## src/rtl/mips_pkg.sv

```systemverilog
// Shared MIPS definitions: opcode/funct constants, PC source encodings and
// the instruction-fetch state enum.
package mips_pkg;

  localparam logic [5:0] OP_RTYPE = 6'h00;
  localparam logic [5:0] OP_LW    = 6'h23;
  localparam logic [5:0] OP_SW    = 6'h2B;
  localparam logic [5:0] OP_BEQ   = 6'h04;
  localparam logic [5:0] OP_J     = 6'h02;

  localparam logic [5:0] F_ADD = 6'h20;
  localparam logic [5:0] F_SUB = 6'h22;
  localparam logic [5:0] F_AND = 6'h24;
  localparam logic [5:0] F_OR  = 6'h25;
  localparam logic [5:0] F_SLT = 6'h2A;

  typedef enum logic [1:0] {
    PCSRC_ALU    = 2'd0,
    PCSRC_ALUOUT = 2'd1,
    PCSRC_JUMP   = 2'd2,
    PCSRC_NONE   = 2'd3
  } pc_src_e;

  typedef enum logic [1:0] {
    S_IDLE = 2'd0,
    S_REQ  = 2'd1,
    S_DONE = 2'd2
  } fetch_state_e;

endpackage

```

## src/rtl/instr_field_split.sv

```systemverilog
// Combinational split of an instruction word into its MIPS fields, the
// sign-extended immediate and the J-type jump target.
module instr_field_split (
  input  logic [31:0] instr,
  input  logic [31:0] pc,
  output logic [5:0]  opcode,
  output logic [4:0]  rs,
  output logic [4:0]  rt,
  output logic [4:0]  rd,
  output logic [4:0]  shamt,
  output logic [5:0]  functionCode,
  output logic [31:0] imm_sext,
  output logic [31:0] jump_target
);

  assign opcode       = instr[31:26];
  assign rs           = instr[25:21];
  assign rt           = instr[20:16];
  assign rd           = instr[15:11];
  assign shamt        = instr[10:6];
  assign functionCode = instr[5:0];
  assign imm_sext     = {{16{instr[15]}}, instr[15:0]};
  // pc here is already the incremented PC, as MIPS J-type expects.
  assign jump_target  = {pc[31:28], instr[25:0], 2'b00};

endmodule

```

## src/rtl/instr_fetch_unit.sv

```systemverilog
// PC + IR holder with a handshaked instruction-memory read and PC updates.
// Optional FETCH_TIMEOUT_EN aborts a fetch after TIMEOUT_CYCLES without mem_ack.
module instr_fetch_unit
  import mips_pkg::*;
#(
  parameter logic [31:0] RESET_PC       = 32'h0000_0000,
  parameter int          TIMEOUT_CYCLES = 16
) (
  input  logic        clk,
  input  logic        reset,
  input  logic        fetch_start,
  output logic        mem_req,
  output logic [31:0] mem_addr,
  input  logic        mem_ack,
  input  logic [31:0] mem_rdata,
  output logic        fetch_done,
  output logic        busy,
  output logic        fetch_err,
  input  logic        pc_write,
  input  logic        pc_write_cond,
  input  logic        alu_zero,
  input  logic [1:0]  pc_source,
  input  logic [31:0] alu_result,
  input  logic [31:0] alu_out,
  output logic [31:0] pc,
  output logic [31:0] instruction,
  output logic [5:0]  opcode,
  output logic [4:0]  rs,
  output logic [4:0]  rt,
  output logic [4:0]  rd,
  output logic [4:0]  shamt,
  output logic [5:0]  functionCode,
  output logic [31:0] imm_sext,
  output logic [31:0] jump_target
);

  fetch_state_e state, state_next;
  logic [31:0]  ir;
  logic [31:0]  pc_sel;
  logic         load_req;
  logic         aligned;
  logic         take_ack;
  logic         timeout_hit;
  logic         err_set;

  assign load_req = pc_write | (pc_write_cond & alu_zero);
  assign aligned  = (pc[1:0] == 2'b00);

`ifdef FETCH_TIMEOUT_EN
  localparam int CW = $clog2(TIMEOUT_CYCLES + 1);
  logic [CW-1:0] wait_cnt;

  always_ff @(posedge clk) begin
    if (reset || state != S_REQ) wait_cnt <= '0;
    else if (!mem_ack)           wait_cnt <= wait_cnt + 1'b1;
  end

  // An ack on the final cycle still completes the fetch.
  assign timeout_hit = (state == S_REQ) && !mem_ack &&
                       (wait_cnt == CW'(TIMEOUT_CYCLES - 1));
`else
  assign timeout_hit = 1'b0;
`endif

  // NOTE: every output of this block gets a default first so no latch is inferred.
  always_comb begin
    state_next = state;
    take_ack   = 1'b0;
    case (state)
      S_IDLE: if (fetch_start && !load_req && aligned) state_next = S_REQ;
      S_REQ: begin
        if (mem_ack) begin
          take_ack   = 1'b1;
          state_next = S_DONE;
        end else if (timeout_hit) begin
          state_next = S_IDLE;
        end
      end
      S_DONE:  state_next = S_IDLE;
      default: state_next = S_IDLE;
    endcase
  end

  always_comb begin
    pc_sel = pc;
    case (pc_src_e'(pc_source))
      PCSRC_ALU:    pc_sel = alu_result;
      PCSRC_ALUOUT: pc_sel = alu_out;
      PCSRC_JUMP:   pc_sel = jump_target;
      default:      pc_sel = pc;
    endcase
  end

  assign err_set = ((state == S_IDLE) && fetch_start && (load_req || !aligned)) ||
                   ((state != S_IDLE) && (pc_write || pc_write_cond)) ||
                   timeout_hit;

  // NOTE: sequential state uses non-blocking assignments so every register
  // samples pre-edge values regardless of statement order.
  always_ff @(posedge clk) begin
    if (reset) begin
      state     <= S_IDLE;
      pc        <= RESET_PC;
      ir        <= '0;
      fetch_err <= 1'b0;
    end else begin
      state <= state_next;
      if (err_set) fetch_err <= 1'b1;
      if (take_ack) begin
        ir <= mem_rdata;
        pc <= pc + 32'd4;
      end else if (state == S_IDLE && load_req) begin
        pc <= pc_sel;
      end
    end
  end

  assign mem_req     = (state == S_REQ);
  assign mem_addr    = pc;
  assign busy        = (state != S_IDLE);
  assign fetch_done  = (state == S_DONE);
  assign instruction = ir;

  instr_field_split u_split (
    .instr        (ir),
    .pc           (pc),
    .opcode       (opcode),
    .rs           (rs),
    .rt           (rt),
    .rd           (rd),
    .shamt        (shamt),
    .functionCode (functionCode),
    .imm_sext     (imm_sext),
    .jump_target  (jump_target)
  );

endmodule
```

## config.mk

```make
export PLATFORM = sky130hd
export DESIGN_NAME = instr_fetch_unit
export DESIGN_NICKNAME = d
export VERILOG_FILES = /design/src/rtl/mips_pkg.sv /design/src/rtl/instr_field_split.sv /design/src/rtl/instr_fetch_unit.sv
export SDC_FILE = /design/constraint.sdc
export NUM_CORES = 1
export LEC_CHECK = 0
export ABC_AREA = 1
export CAP_MARGIN = 20
export CORE_MARGIN = 5
export CORE_UTILIZATION = 39
export DETAILED_ROUTE_END_ITERATION = 7
export PLACE_DENSITY = 0.81
export RECOVER_POWER = 50
export SLEW_MARGIN = 5
export SYNTH_ARGS = -nofsm -noshare
export SYNTH_HDL_FRONTEND = slang
export SYNTH_HIERARCHICAL = 1
export SYNTH_SLANG_ARGS = --single-unit
```

## constraint.sdc

```tcl
create_clock -name clk -period 2.4 [get_ports clk]
set_input_delay 0.72 -clock clk [delete_from_list [all_inputs] [get_ports clk]]
set_output_delay 0.72 -clock clk [all_outputs]
set_load 0.005 [all_outputs]
```

After elaboration in Yosys (flattened, before gate mapping)
Cells that the tools add are included.
{ "op_classes": {"addsub": 1, "multipliers": 0, "n_div": 0, "magnitude_cmp": 0, "n_eq_ne": 7, "n_shift": 0, "mux": 8, "n_bitwise": 2, "reduce_logical": 21} }
{ "op_table": {"columns": ["cell", "n"], "rows": [
  ["$pmux 32 s3", 1],
  ["$mux 32", 2],
  ["$add 32x3->32 const B", 1],
  ["$logic_and 1x1->1", 6],
  ["$logic_not 2->1", 3],
  ["$eq 2x1->1 const B", 2],
  ["$eq 2x2->1 const B", 2],
  ["$mux 2", 2],
  ["$ne 2x2->1 const B", 2],
  ["$pmux 2 s2", 1],
  ["$reduce_and 2->1", 2],
  ["$reduce_bool 2->1", 2],
  ["$reduce_bool 4->1", 1],
  ["$logic_or 1x1->1", 3],
  ["$reduce_and 3->1", 1],
  ["$reduce_bool 3->1", 1],
  ["$logic_not 1->1", 2],
  ["$mux 1", 2],
  ["$ne 2x1->1 const B", 1],
  ["$and 1x1->1", 1],
  ["$or 1x1->1", 1]
]} }
{ "totals": {"regBits": 67, "latchBits": 0, "mem_bits_rw": 0, "romBits": 0, "in_bits": 105, "out_inout_bits": 196, "elab_cells": 44, "memories": 0} }

Logic depth before layout (Yosys ltp)
{ "logic_depth": {"ltp_word": 7, "depth_mapped": 11, "mapped_depth_nobuf": 10} }

Modules after synthesis
The synthesis kept the hierarchy.
{ "modules_own_cells": {"columns": ["mod", "n_inst", "cells_per_inst", "area_each_um2", "seq_area_each_um2"], "rows": [
  ["instr_fetch_unit", 1, 703, 4486.8, 1341.3],
  ["instr_field_split", 1, 97, 724.4, 0.0]
]} }

Worst setup path after synthesis
No wires, ideal clock.
{ "synth_path": {"path_kind": "input -> register", "start": "input port pc_source[0]", "end": "register pc[30], in the netlist mem_addr[30]", "setup_time_ns": 0.122, "t_arrival_ns": 1.846, "t_required_ns": 2.278, "path_slack_ns": 0.433, "cell_stages": 10, "path_buffers": 2, "cell_sequence": "inv_1 ha_1 buf_2 inv_2 nand3_2 nand3_4 nand2_4 buf_6 o21ai_0 a21oi_2"} }
{ "synth_via": {"elab_chain_len": 4, "elab_cells_between_ends": 9, "classes_between": "3 x eq/ne; 3 x mux; 3 x reduce/logical"} }
{ "synth_lines": {"columns": ["element", "line_no", "text"], "rows": [
  ["start, declared", "instr_fetch_unit.sv:22", "input logic [1:0] pc_source,"],
  ["$eq 2x2->1, or another cell as far along", "instr_fetch_unit.sv:86", "case (pc_src_e'(pc_source))"],
  ["$pmux 32 s3", "instr_fetch_unit.sv:86", null],
  ["$mux 32", "instr_fetch_unit.sv:112", "end else if (state == S_IDLE && load_req) begin"],
  ["$mux 32", "instr_fetch_unit.sv:109", "if (take_ack) begin"],
  ["end signal, assigned", "instr_fetch_unit.sv:111", "pc <= pc + 32'd4;"],
  ["end signal, assigned", "instr_fetch_unit.sv:113", "pc <= pc_sel;"],
  ["end, declared", "instr_fetch_unit.sv:25", "output logic [31:0] pc,"]
]} }
Parallel ways exist; a longest one is shown, timed or not. The select of a mux whose other input is x is not followed.
A chain may end at the register's enable or synchronous reset.

Worst setup path in the final report
{ "layout_path": {"start": "register state[0]", "end": "output port busy"} }
{ "layout_via": {"elab_chain_len": 1} }
{ "layout_lines": {"columns": ["element", "line_no", "text"], "rows": [
  ["start, declared", "instr_fetch_unit.sv:37", "fetch_state_e state, state_next;"],
  ["start signal, assigned", "instr_fetch_unit.sv:107", "state <= state_next;"],
  ["$reduce_bool 2->1", "instr_fetch_unit.sv:120", "assign busy = (state != S_IDLE);"],
  ["end, declared", "instr_fetch_unit.sv:17", "output logic busy,"]
]} }
Every way passes these cells.

==> run_results.csv <==
group,metric,value,unit
status,status,"completed",
timing,drv_slew,0,
global_route,grtUsageTotal,0.241,
detailed_routing,wl,19.5,mm
timing,hold_violations,0,
yosys,synth.distinct_cells,36,
critical_path,cp.required,1.68,ns
place,gp_congestion,0.903,
place,port_buffers,298,
finish,area_growth,49.5,%
global_route,busiest_layer,"met2",
global_route,grt_max_degree,44,
timing,rsz0062_at_grt,"false",
yosys,yosysSeqAreaShare,0.257,
place,hpwl,15.2,mm
critical_path,r2r_cells,7,
yosys,yosys_warnings,6,
die,die_height,126,µm
die,die-area,0.0158,mm²
yosys,syn-instance-count,800,
finish,drive_gt1_frac,0.0829,
finish,final_common_cell,"nand2_1",
global_route,grt_pass1_wl,30.7,mm
critical_path,crit_fanout,4,
detailed_routing,drtPass1Iterations,4,
timing,fin_skew,0.00688,ns
clock_network,clock_latency,0.33,ns
clock_network,clkTransAtPathRegs,0.06,ns
flow_run,cap_violations,0,
global_route,grt_pass1_vias,5665,
critical_path,rrSetupSlack,0.71,ns
critical_path,reg2reg_to,"mem_addr[18]",
timing,finalSetupViolCount,0,
yosys,syn_avg_cell_area,6.51,µm²
clock_network,root_buffer,"clkbuf_16",
timing,post-route-min-period,2.26,ns
power,cellPowerDensity,471,mW/mm²
finish,nNetsFinal,1082,
clock_network,htreeDepth,3,
global_route,overflow,0,
clock_network,tritoncts,"yes",
die,initial_core_util,0.395,
global_route,use_met1,0.270,
detailed_routing,drtIter0Drc,315,
detailed_routing,num_vias,5729,
die,placementRows,42,
detailed_routing,viasPerCell,4.97,
place,dpl_worst_slack,-0.104,ns
finish,n_antenna_cell,0,
hold_path,hp-start,"fetch_err",
hold_path,min_path_type,"register to register",
timing,fmax,443,MHz
clock_network,cts.sinks,67,
clock_network,cts_made_buffers,9,
critical_path,critPathArrivalTime,1.54,ns
timing,hold-worst-slack,0.473,ns
detailed_routing,drc_errors,0,
power,p_leak,3.17,nW
global_route,use_met3,0.0751,
detailed_routing,ant_nets,0,
critical_path,r2r-start,"mem_addr[3]",
timing,fin_crit_sh,0.941,
die,ios,301,
detailed_routing,wire_per_inst,16.9,µm
die,fp.dieW,126,µm
hold_path,hold_depth,2,
critical_path,crit_path_start_kind,"register",
global_route,use_met2,0.440,
power,ir_drop,263,µV
critical_path,crit_type,"register to output pin",
die,core_area,0.0132,mm²
yosys,netlist_area,0.00521,mm²
yosys,ys_ff_latch,67,
finish,final_cell_mix,"nand2_1, clkdlybuf4s50_1, a21oi_1, dlygate4sd3_1, dfxtp_1",
hold_path,hold-path-endpoint,"fetch_err",
clock_network,post_cts_buffers,0,
clock_network,ctsLongestPathBuffers,2,
critical_path,endpoint_kind,"output pin",
global_route,grt_antenna_before_repair,0,
timing,setup_ws,0.142,ns
==> stage by stage <==
stage	util	instances	area [µm²]	power (mW)	TNS (ns)
2_1_floorplan	-	801	5220	1.92	0
3_3_place_gp	0.572	1138	7550	2.51	-1.26
3_5_place_dp	0.572	1138	7550	2.52	-1.83
4_1_cts	0.592	1153	7810	3.74	0
5_1_grt	0.591	1153	7790	3.85	0
6_report	0.591	1153	7790	3.67	0
==> worst max-delay path, stage by stage, from the launching register on <==
cell	delay (ns)
dfxtp_1	0.35
nor2_1	0.27
inv_1	0.12
clkdlybuf4s50_1	0.47
==> layout make-up <==
type                       instances  area (µm²)
clock buffer                      12         246
clock inverter                     3        15.0
fill                            1246        5400
inverter                          38         143
multi-input combinational        530        2540
sequential                        67        1340
tap                              176         220
timing repair buffer             327        3280
==> flip-flops by register name (all words and copies together) (netlist names) <==
register	count
fetch_err	1
instruction	32
state	2
mem_addr	32
==> Yosys cell counts <==
library cell  instances  area, µm²
nand2_1             207        777
buf_4               132        991
a21oi_1              96        480
dfxtp_1              67       1340
nor2_1               61        229
o21ai_0              59        295
nand3_1              39        195
inv_1                34        128
buf_2                14       70.1
clkbuf_1             12       45.0
nor2_4                9        101
nand2_2               8       50.1
nor2_2                7       43.8
buf_6                 6       67.6
o211ai_1              5       37.5
a31oi_1               4       25.0
ha_1                  4       50.1
inv_2                 4       15.0
o21bai_1              4       30.0
a22o_1                3       26.3
nand2_4               3       33.8
o21ai_1               3       15.0
and2_1                2       12.5
buf_1                 2       7.51
nand3_4               2       35.0
or2_2                 2       12.5
xnor2_1               2       17.5
a211oi_1              1       7.51
a21o_1                1       7.51
a21oi_2               1       8.76
conb_1                1       3.75
nand3_2               1       10.0
nor2_8                1       20.0
nor3_1                1       5.00
o31ai_1               1       7.51
xor2_1                1       8.76
==> repair_timing <==
item | in CTS | in global routing
hold buffers | 0 | 0
resized for setup | 1 | 0
setup endpoints to repair | 20 | 0
==> power by group <==
| group | internal (mW) | switching (mW) | total, mW | leakage [nW] |
|---|---|---|---|---|
| clock network | 0.717 | 0.488 | 1.20 | 0.132 |
| registers | 1.20 | 0.165 | 1.36 | 0.548 |
| logic | 0.639 | 0.459 | 1.10 | 2.49 |
==> worst max-delay path by stage <==
stage                  from            to  slack, ns
2_1_floorplan  pc_source[0]  mem_addr[30]       0.43
3_3_place_gp   pc_source[1]  mem_addr[30]       -0.1
3_5_place_dp   pc_source[0]  mem_addr[30]      -0.10
4_1_cts            state[0]          busy       0.13
5_1_grt        pc_source[0]   mem_addr[2]       0.04
6_report           state[0]          busy       0.14
==> routing by layer <==
layer	routed length [µm]	vias up
li1	-	2804
met1	7580	2620
met2	9900	276
met3	1730	29
met4	339	0
met5	0	-
==> logic make-up (layout without fill, tap and decap cells) <==
group,Yosys count,in the layout,synth area share
fa+ha+maj,4,4,0.00960
flops,67,67,0.257
simple gates,343,343,0.293
other cells,1,2,0.000720
xor+xnor,3,3,0.00504
buf+inv,204,380,0.254
compound gates,178,178,0.181
Note: power is estimated with default switching activity, not from simulation.
